## src/rtl/sym_vn_lut_loader_if.sv

```systemverilog
// sym_vn_lut_loader_if: load control, entry stream and LUT write bus of the loader
interface sym_vn_lut_loader_if #(
  parameter int DATA_WIDTH      = 4,
  parameter int PAGE_ADDR_WIDTH = 6
);
  logic                       load_start;
  logic                       load_offset;
  logic                       load_abort;
  logic [DATA_WIDTH-1:0]      entry_in;
  logic                       entry_valid;
  logic                       entry_ready;
  logic [DATA_WIDTH-1:0]      lut_in_bank0;
  logic [DATA_WIDTH-1:0]      lut_in_bank1;
  logic [PAGE_ADDR_WIDTH-1:0] page_write_addr;
  logic                       write_addr_offset;
  logic                       we;
  logic                       busy;
  logic                       done;
  modport master (
    output load_start, load_offset, load_abort, entry_in, entry_valid,
    input  entry_ready, lut_in_bank0, lut_in_bank1, page_write_addr,
           write_addr_offset, we, busy, done
  );
  modport slave (
    input  load_start, load_offset, load_abort, entry_in, entry_valid,
    output entry_ready, lut_in_bank0, lut_in_bank1, page_write_addr,
           write_addr_offset, we, busy, done
  );
endinterface

```

## src/rtl/sym_vn_lut_loader.sv

```systemverilog
// sym_vn_lut_loader: pairs a streamed entry sequence into per-page two-bank LUT writes
module sym_vn_lut_loader #(
  parameter int DATA_WIDTH      = 4,
  parameter int PAGE_ADDR_WIDTH = 6,
  parameter int PAGE_NUM        = 64
) (
  input  logic                  write_clk,
  input  logic                  rst,
  sym_vn_lut_loader_if.slave    bus
);
  typedef enum logic [1:0] {IDLE, BANK0, BANK1, FINISH} state_t;
  localparam logic [PAGE_ADDR_WIDTH-1:0] LAST = PAGE_ADDR_WIDTH'(PAGE_NUM - 1);
  state_t                     state_q, state_d;
  logic [PAGE_ADDR_WIDTH-1:0] page_q, page_d, addr_q, addr_d;
  logic [DATA_WIDTH-1:0]      hold_q, hold_d, b0_q, b0_d, b1_q, b1_d;
  logic                       off_q, off_d, woff_q, woff_d, we_q, we_d;
  logic                       accept;
  assign accept = bus.entry_valid && bus.entry_ready;
  // state and datapath registers; reset abandons any load and any pending write
  always_ff @(posedge write_clk or posedge rst) begin
    if (rst) begin
      state_q <= IDLE;
      page_q  <= '0;
      hold_q  <= '0;
      off_q   <= 1'b0;
      we_q    <= 1'b0;
      b0_q    <= '0;
      b1_q    <= '0;
      addr_q  <= '0;
      woff_q  <= 1'b0;
    end else begin
      state_q <= state_d;
      page_q  <= page_d;
      hold_q  <= hold_d;
      off_q   <= off_d;
      we_q    <= we_d;
      b0_q    <= b0_d;
      b1_q    <= b1_d;
      addr_q  <= addr_d;
      woff_q  <= woff_d;
    end
  end
  // next state: a bank-1 accept schedules the page write even if abort lands in the same cycle
  always_comb begin
    state_d = state_q;
    page_d  = page_q;
    hold_d  = hold_q;
    off_d   = off_q;
    we_d    = 1'b0;
    b0_d    = b0_q;
    b1_d    = b1_q;
    addr_d  = addr_q;
    woff_d  = woff_q;
    case (state_q)
      IDLE: if (bus.load_start && !bus.load_abort) begin
        state_d = BANK0;
        page_d  = '0;
        off_d   = bus.load_offset;
      end
      BANK0: begin
        if (accept) begin
          hold_d  = bus.entry_in;
          state_d = BANK1;
        end
        if (bus.load_abort) state_d = IDLE;
      end
      BANK1: begin
        if (accept) begin
          we_d    = 1'b1;
          b0_d    = hold_q;
          b1_d    = bus.entry_in;
          addr_d  = page_q;
          woff_d  = off_q;
          page_d  = (page_q == LAST) ? '0 : page_q + 1'b1;
          state_d = (page_q == LAST) ? FINISH : BANK0;
        end
        if (bus.load_abort) state_d = IDLE;
      end
      default: state_d = IDLE;
    endcase
  end
  // outputs: handshake and status decode from state, write bus straight from registers
  always_comb begin
    bus.entry_ready       = (state_q == BANK0) || (state_q == BANK1);
    bus.busy              = state_q != IDLE;
    bus.done              = state_q == FINISH;
    bus.we                = we_q;
    bus.lut_in_bank0      = b0_q;
    bus.lut_in_bank1      = b1_q;
    bus.page_write_addr   = addr_q;
    bus.write_addr_offset = woff_q;
  end
endmodule

```

## src/flat_wrapper.sv

```systemverilog
// flat-port wrapper written by rule: the top's interface ports become plain ports
module sym_vn_lut_loader_flat 
#(
  parameter int DATA_WIDTH      = 4,
  parameter int PAGE_ADDR_WIDTH = 6,
  parameter int PAGE_NUM        = 64
)
  (write_clk, rst, bus_load_start, bus_load_offset, bus_load_abort, bus_entry_in, bus_entry_valid, bus_entry_ready, bus_lut_in_bank0, bus_lut_in_bank1, bus_page_write_addr, bus_write_addr_offset, bus_we, bus_busy, bus_done);
  sym_vn_lut_loader_if #(.DATA_WIDTH(DATA_WIDTH), .PAGE_ADDR_WIDTH(PAGE_ADDR_WIDTH)) bus_i ();
  input  logic write_clk;
  input  logic rst;
  input wire logic [$bits(bus_i.load_start)-1:0] bus_load_start;
  input wire logic [$bits(bus_i.load_offset)-1:0] bus_load_offset;
  input wire logic [$bits(bus_i.load_abort)-1:0] bus_load_abort;
  input wire logic [$bits(bus_i.entry_in)-1:0] bus_entry_in;
  input wire logic [$bits(bus_i.entry_valid)-1:0] bus_entry_valid;
  output wire logic [$bits(bus_i.entry_ready)-1:0] bus_entry_ready;
  output wire logic [$bits(bus_i.lut_in_bank0)-1:0] bus_lut_in_bank0;
  output wire logic [$bits(bus_i.lut_in_bank1)-1:0] bus_lut_in_bank1;
  output wire logic [$bits(bus_i.page_write_addr)-1:0] bus_page_write_addr;
  output wire logic [$bits(bus_i.write_addr_offset)-1:0] bus_write_addr_offset;
  output wire logic [$bits(bus_i.we)-1:0] bus_we;
  output wire logic [$bits(bus_i.busy)-1:0] bus_busy;
  output wire logic [$bits(bus_i.done)-1:0] bus_done;
  assign bus_i.load_start = bus_load_start;
  assign bus_i.load_offset = bus_load_offset;
  assign bus_i.load_abort = bus_load_abort;
  assign bus_i.entry_in = bus_entry_in;
  assign bus_i.entry_valid = bus_entry_valid;
  assign bus_entry_ready = bus_i.entry_ready;
  assign bus_lut_in_bank0 = bus_i.lut_in_bank0;
  assign bus_lut_in_bank1 = bus_i.lut_in_bank1;
  assign bus_page_write_addr = bus_i.page_write_addr;
  assign bus_write_addr_offset = bus_i.write_addr_offset;
  assign bus_we = bus_i.we;
  assign bus_busy = bus_i.busy;
  assign bus_done = bus_i.done;
  sym_vn_lut_loader #(.DATA_WIDTH(DATA_WIDTH), .PAGE_ADDR_WIDTH(PAGE_ADDR_WIDTH), .PAGE_NUM(PAGE_NUM)) u_core (.write_clk(write_clk), .rst(rst), .bus(bus_i));
endmodule
```

## config.mk

```make
export PLATFORM = sky130hd
export DESIGN_NAME = sym_vn_lut_loader_flat
export DESIGN_NICKNAME = d
export VERILOG_FILES = /design/src/rtl/sym_vn_lut_loader_if.sv /design/src/rtl/sym_vn_lut_loader.sv /design/src/flat_wrapper.sv
export SDC_FILE = /design/constraint.sdc
export NUM_CORES = 1
export LEC_CHECK = 0
export ABC_AREA = 1
export BUFFER_PORTS_ARGS = -buffer_cell sky130_fd_sc_hd__buf_2
export CAP_MARGIN = 20
export CORE_ASPECT_RATIO = 1.5
export CORE_MARGIN = 2
export CORE_UTILIZATION = 40
export DETAILED_ROUTE_END_ITERATION = 10
export SLEW_MARGIN = 20
export SYNTH_ARGS = -nofsm -noshare
export SYNTH_HDL_FRONTEND = slang
export SYNTH_SLANG_ARGS = --single-unit
```

## constraint.sdc

```tcl
create_clock -name write_clk -period 3.5 [get_ports write_clk]
set_input_delay 0.525 -clock write_clk [delete_from_list [all_inputs] [get_ports write_clk]]
set_output_delay 0.525 -clock write_clk [all_outputs]
set_load 0.02 [all_outputs]
```

; ---- Yosys cells after proc, flatten, opt, wreduce, memory -nomap -nowiden
; Cells that the tools add are included.
[op_classes]
reduce_logical = 12
add_sub_neg = 1
muxes = 13
eq_ne = 8
[ops]
columns = op, count
row1 = 6-bit 2-to-1 mux, 3
row2 = 2-bit 2-to-1 mux, 6
row3 = 6-bit one-hot mux with 2 select lines, 1
row4 = 6-bit by 1-bit adder with 6-bit output (second input constant), 1
row5 = 6-bit == test (second input constant), 1
row6 = 3-bit by 2-bit inequality test with 1-bit output (second input constant), 2
row7 = 2-bit one-hot mux with 3 select lines, 1
row8 = 2-bit AND reduction, 3
row9 = 3-bit AND reduction, 2
row10 = 2-bit == test (second input constant), 2
row11 = 2-bit by 1-bit inequality test with 1-bit output (second input constant), 2
row12 = 2-bit nonzero test, 2
row13 = 2-bit by 1-bit == test with 1-bit output (second input constant), 1
row14 = 1-bit logical AND, 2
row15 = 2-bit zero test, 1
row16 = 1-bit 2-to-1 mux, 2
row17 = 1-bit zero test, 1
row18 = 1-bit logical OR, 1
[word_totals]
wordCells = 43
ff_bits = 29
inputBits = 10

; ---- Depth between registers and ports, before layout
[logic_depth]
word_depth = 6
mapped_depth = 11

; ---- Worst setup path before layout
; Ideal clock, no wire load.
[synth_timing]
kind = reg2reg
start = reg u_core.state_q[0]
end = reg u_core.state_q[0]
arrival_ns = 1.306
n_path_buf = 0
stages_incl_launch_ff = 9
setup_time_ns = 0.065
setup_slack_ns = 2.129
cell_sequence = dfrtp_1 -> inv_1 -> ha_1 -> nand2_1 -> nand3_1 -> nand3_2 -> nor2_1 -> nand2_1 -> nand2_1
[synth_between]
elab_chain_len = 5
word_cells_on_any_way = 10
classes_between = eq/ne (5) / mux (1) / reduce/logical (4)
[synth_rtl]
columns = item, line_no
row1 = "start, declared", sym_vn_lut_loader.sv:13  ; state_t state_q, state_d;
row2 = "start signal, assigned", sym_vn_lut_loader.sv:32  ; state_q <= state_d;
row3 = 2-bit by 1-bit == test with 1-bit output or 2-bit == test (tied branches), sym_vn_lut_loader.sv:84  ; bus.entry_ready = (state_q == BANK0) || (state_q == BANK1);
row4 = 1-bit logical OR (*), sym_vn_lut_loader.sv:84
row5 = net bus_entry_ready, flat_wrapper.sv:17  ; output wire logic [$bits(bus_i.entry_ready)-1:0] bus_entry_ready;
row6 = 1-bit logical AND (*), sym_vn_lut_loader.sv:18  ; assign accept = bus.entry_valid && bus.entry_ready;
row7 = 3-bit by 2-bit inequality test with 1-bit output (no source line), -
row8 = 3-bit AND reduction (no source line) (*), -
; The timed path passes the listed nets; every way through them passes the cells marked *.
; A chain may end at the register's enable or synchronous reset.

; ---- Worst setup path in the final report
[layout_timing]
start = reg u_core.state_q[0]
end = out bus_busy
[layout_between]
elab_chain_len = 1
[layout_rtl]
columns = item, line_no
row1 = 2-bit nonzero test, sym_vn_lut_loader.sv:85  ; bus.busy = state_q != IDLE;
row2 = "end, declared", flat_wrapper.sv:23  ; output wire logic [$bits(bus_i.busy)-1:0] bus_busy;
; No other way between the ends.

==> impl_results.md <==
- Setup WS post-layout: 1.692 ns
- Worst Tran Pin Value: 0.6029 ns
- Max-Cap Viols: 0
- GPL Wtd Cong: 0.8515
- Core Area: 0.003351 sq mm
- Critical path launch point type: flop
- Clk sinks: 29
- IO Pins: 29
- Post-route setup TNS: 0 ns
- DR iter-0 viols: 34
- Sequential Area: 725.7 sq um
- Clock Pin Slew Worst Setup and Hold Paths: 0.06 ns
- Post-CTS Setup Repair Bufs: 0
- Worst endpoint required time: 2.97 ns
- Yosys cell types: 19
- Fill cell total of the finished layout: 343
- CP most frequent cell: inv_1
- GR Overflow Total: 0
- Largest net degree at the start of global routing: 30
- Unrepaired setup endpoints after global routing: no
- FF+latch count, synth: 29
- Count leader, synth: nand2_1
- First-pass GRT wire length: 4767 um
- Total global-route track usage: 16.47%
- DP HPWL: 2061 um
- CP Launch Point: u_core.state_q[0]$_DFFE_PP0P_
- Reg2reg start: u_core.state_q[0]$_DFFE_PP0P_
- CP max-delay cell: dfrtp_1
- Met1 usage: 19.26%
- Met2 Use GR: 28.06%
- Post-synth EDFFs: 0
- Die Span Y: 75.58 um
- Post-layout util: 48.36%
- Port buffer count: 28
- Commonest cells post-synth: nand2_1 (53), dfrtp_1 (29), inv_1 (20), o21ai_0 (16), nand3_1 (10)
- Vias in the first global route: 1,096
- Initial Util: 40.78%
- # setup viols final: 0
- Area leader, netlist: dfrtp_1
- Leakage power: 0.9115 nW
- ANT cells: 0
- Root Driver: clkbuf_8
- Top cells by area, synth: dfrtp_1 (53%), nand2_1 (15%), o21ai_0 (5.9%)
- Drt first pass iters: 4
- Synth Instances: 161
- CP arrival: 1.28 ns
- Clock Tree Buf Depth: 2
- Area grow syn2layout: 18.59%
- Die X: 51.72 um
- Final hold slack: 0.3123 ns
- Fin crit share: 51.67%
- Most Crowded Layer GR: met2
- DIE AREA: 0.003909 sq mm
- Crit-path cells: inv_1, ha_1, inv_1, buf_2
- Avg Cell Area, Syn: 8.486 sq um
- Max-slew headroom: 59.75%
- Power per cell area: 771.6 mW/mm^2
- H-tree depth: 2
- Clock latency on the worst-skew pair: 0.28 ns
- Crit. End Element: output pin
- Crit-path max FO: 4
- Cell Rows: 26
- Primary FF master, synth: dfrtp_1
- Total power: 1.250 mW
- Final hold vios: 0
- Cts hold-fix bufs: 0
- Initial antenna violation count: 0
- Tmin final: 1.808 ns
- DR vias: 1,133
- VDD IR max: 0.4326 mV
- Post-synthesis net count: 176
- Via density: 4.801
- Area of the multi-input gates: 531.8 sq um
- Status: finished clean
- CTS tree: built
- CTS resizes: 0
- Area share of the largest cell type after synthesis: 53.11%
- Routed Antenna Nets: 0
- Place WS: 1.836 ns
- Fin nets: 208
- Grt met3 use: 4.706%
- Post-Route WL: 2782 um
- Asr flop ratio synth: 100.0%
- Post-synthesis sequential area ratio: 53.11%
- YS warnings: 0
- Worst min path class: input pin to async pin
- Clk_skew: 0.001867 ns
- WL/cell: 11.79 um
- CTS Buf Count: 5
- Fmax: 0.5530 GHz
- WS Path Type: flop to output pin
- Share of layout cells above drive strength 1: 23.71%
- Mapped Area: 0.001366 sq mm
- CP peak stage delay: 0.41 ns
- DRC violations left: 0
- Max-slew violation count: 0
where the power goes:
part / internal [mW] / total (mW) / switching (mW)
Clock: 0.137 / 0.257 / 0.120
Combinational: 0.165 / 0.502 / 0.337
Sequential: 0.436 / 0.491 / 0.0549
Total: 0.738 / 1.25 / 0.512
state kept, by name, indices dropped and copies added, names as in the netlist:
| register | cells |
|---|---|
| u_core.bus.lut_in_bank0 | 4 |
| u_core.state_q | 2 |
| u_core.bus.lut_in_bank1 | 4 |
| u_core.bus.write_addr_offset | 1 |
| u_core.page_q | 6 |
| u_core.bus.page_write_addr | 6 |
| u_core.bus.we | 1 |
| u_core.hold_q | 4 |
| u_core.off_q | 1 |
placed cells by master (no fill, tap or decap), drive strengths merged:
cell type / Yosys / layout
o21ai: 17 / 17
clkinv: 1 / 3
inv: 21 / 21
nand2: 59 / 59
buf: 3 / 28
a21oi: 3 / 3
clkbuf: 0 / 6
dfrtp: 29 / 29
nor2: 9 / 9
nand4: 2 / 2
o21bai: 1 / 1
nand3: 11 / 11
ha: 5 / 5
layout make-up:
cell class	instances	share of cell area, %
Multi-Input combinational cell	107	32.82
Clock inverter	2	0.6178
Clock buffer	6	4.479
Inverter	22	5.405
Sequential cell	29	44.79
Timing Repair Buffer	28	8.649
Tap cell	42	3.243
metrics by stage:
stage	cells	area (sq um)
2_1_floorplan	161	1366
3_3_place_gp	228	1538
3_5_place_dp	228	1538
4_1_cts	236	1620
5_1_grt	236	1620
6_report	236	1620
worst paths after layout:
| path | to | slack, ns | cells past startpoint |
|---|---|---|---|
| max in group asynchronous | u_core.bus.lut_in_bank0[0]$_DFFE_PP0P_ | 2.79 | 2 |
| worst max-delay path | bus_busy | 1.69 | 4 |
| worst min-delay path | u_core.page_q[0]$_DFFE_PP0P_ | 0.31 | 2 |
| worst max register to register | u_core.page_q[2]$_DFFE_PP0P_ | 1.82 | 7 |
| min in group write_clk | u_core.bus.lut_in_bank0[1]$_DFFE_PP0P_ | 0.47 | 2 |
| worst min register to register | u_core.bus.lut_in_bank0[1]$_DFFE_PP0P_ | 0.47 | 2 |
per-layer routing:
metal / share of wire [%] / wire (um) / vias up
met2: 52 / 1436 / 35
met3: 5.4 / 150 / 6
met5: 0 / 0 / -
met1: 41 / 1139 / 527
li1: - / - / 565
met4: 2.0 / 56 / 0
critical path, delay by kind of cell, from the launching register on:
| kind | cells | cell delay (ns) |
|---|---|---|
| buffers and inverters | 3 | 0.34 |
| adders and majority gates | 1 | 0.25 |
| DFF | 1 | 0.41 |
cells by family after synthesis:
family | synth area share (%)
buffers and inverters | 7.967
AO/OA/AOI/OAI | 8.150
flip-flops | 53.11
adder cells (fa/ha/maj) | 4.579
AND/OR/NAND/NOR | 26.19
Power figures use the tool's default switching activity.
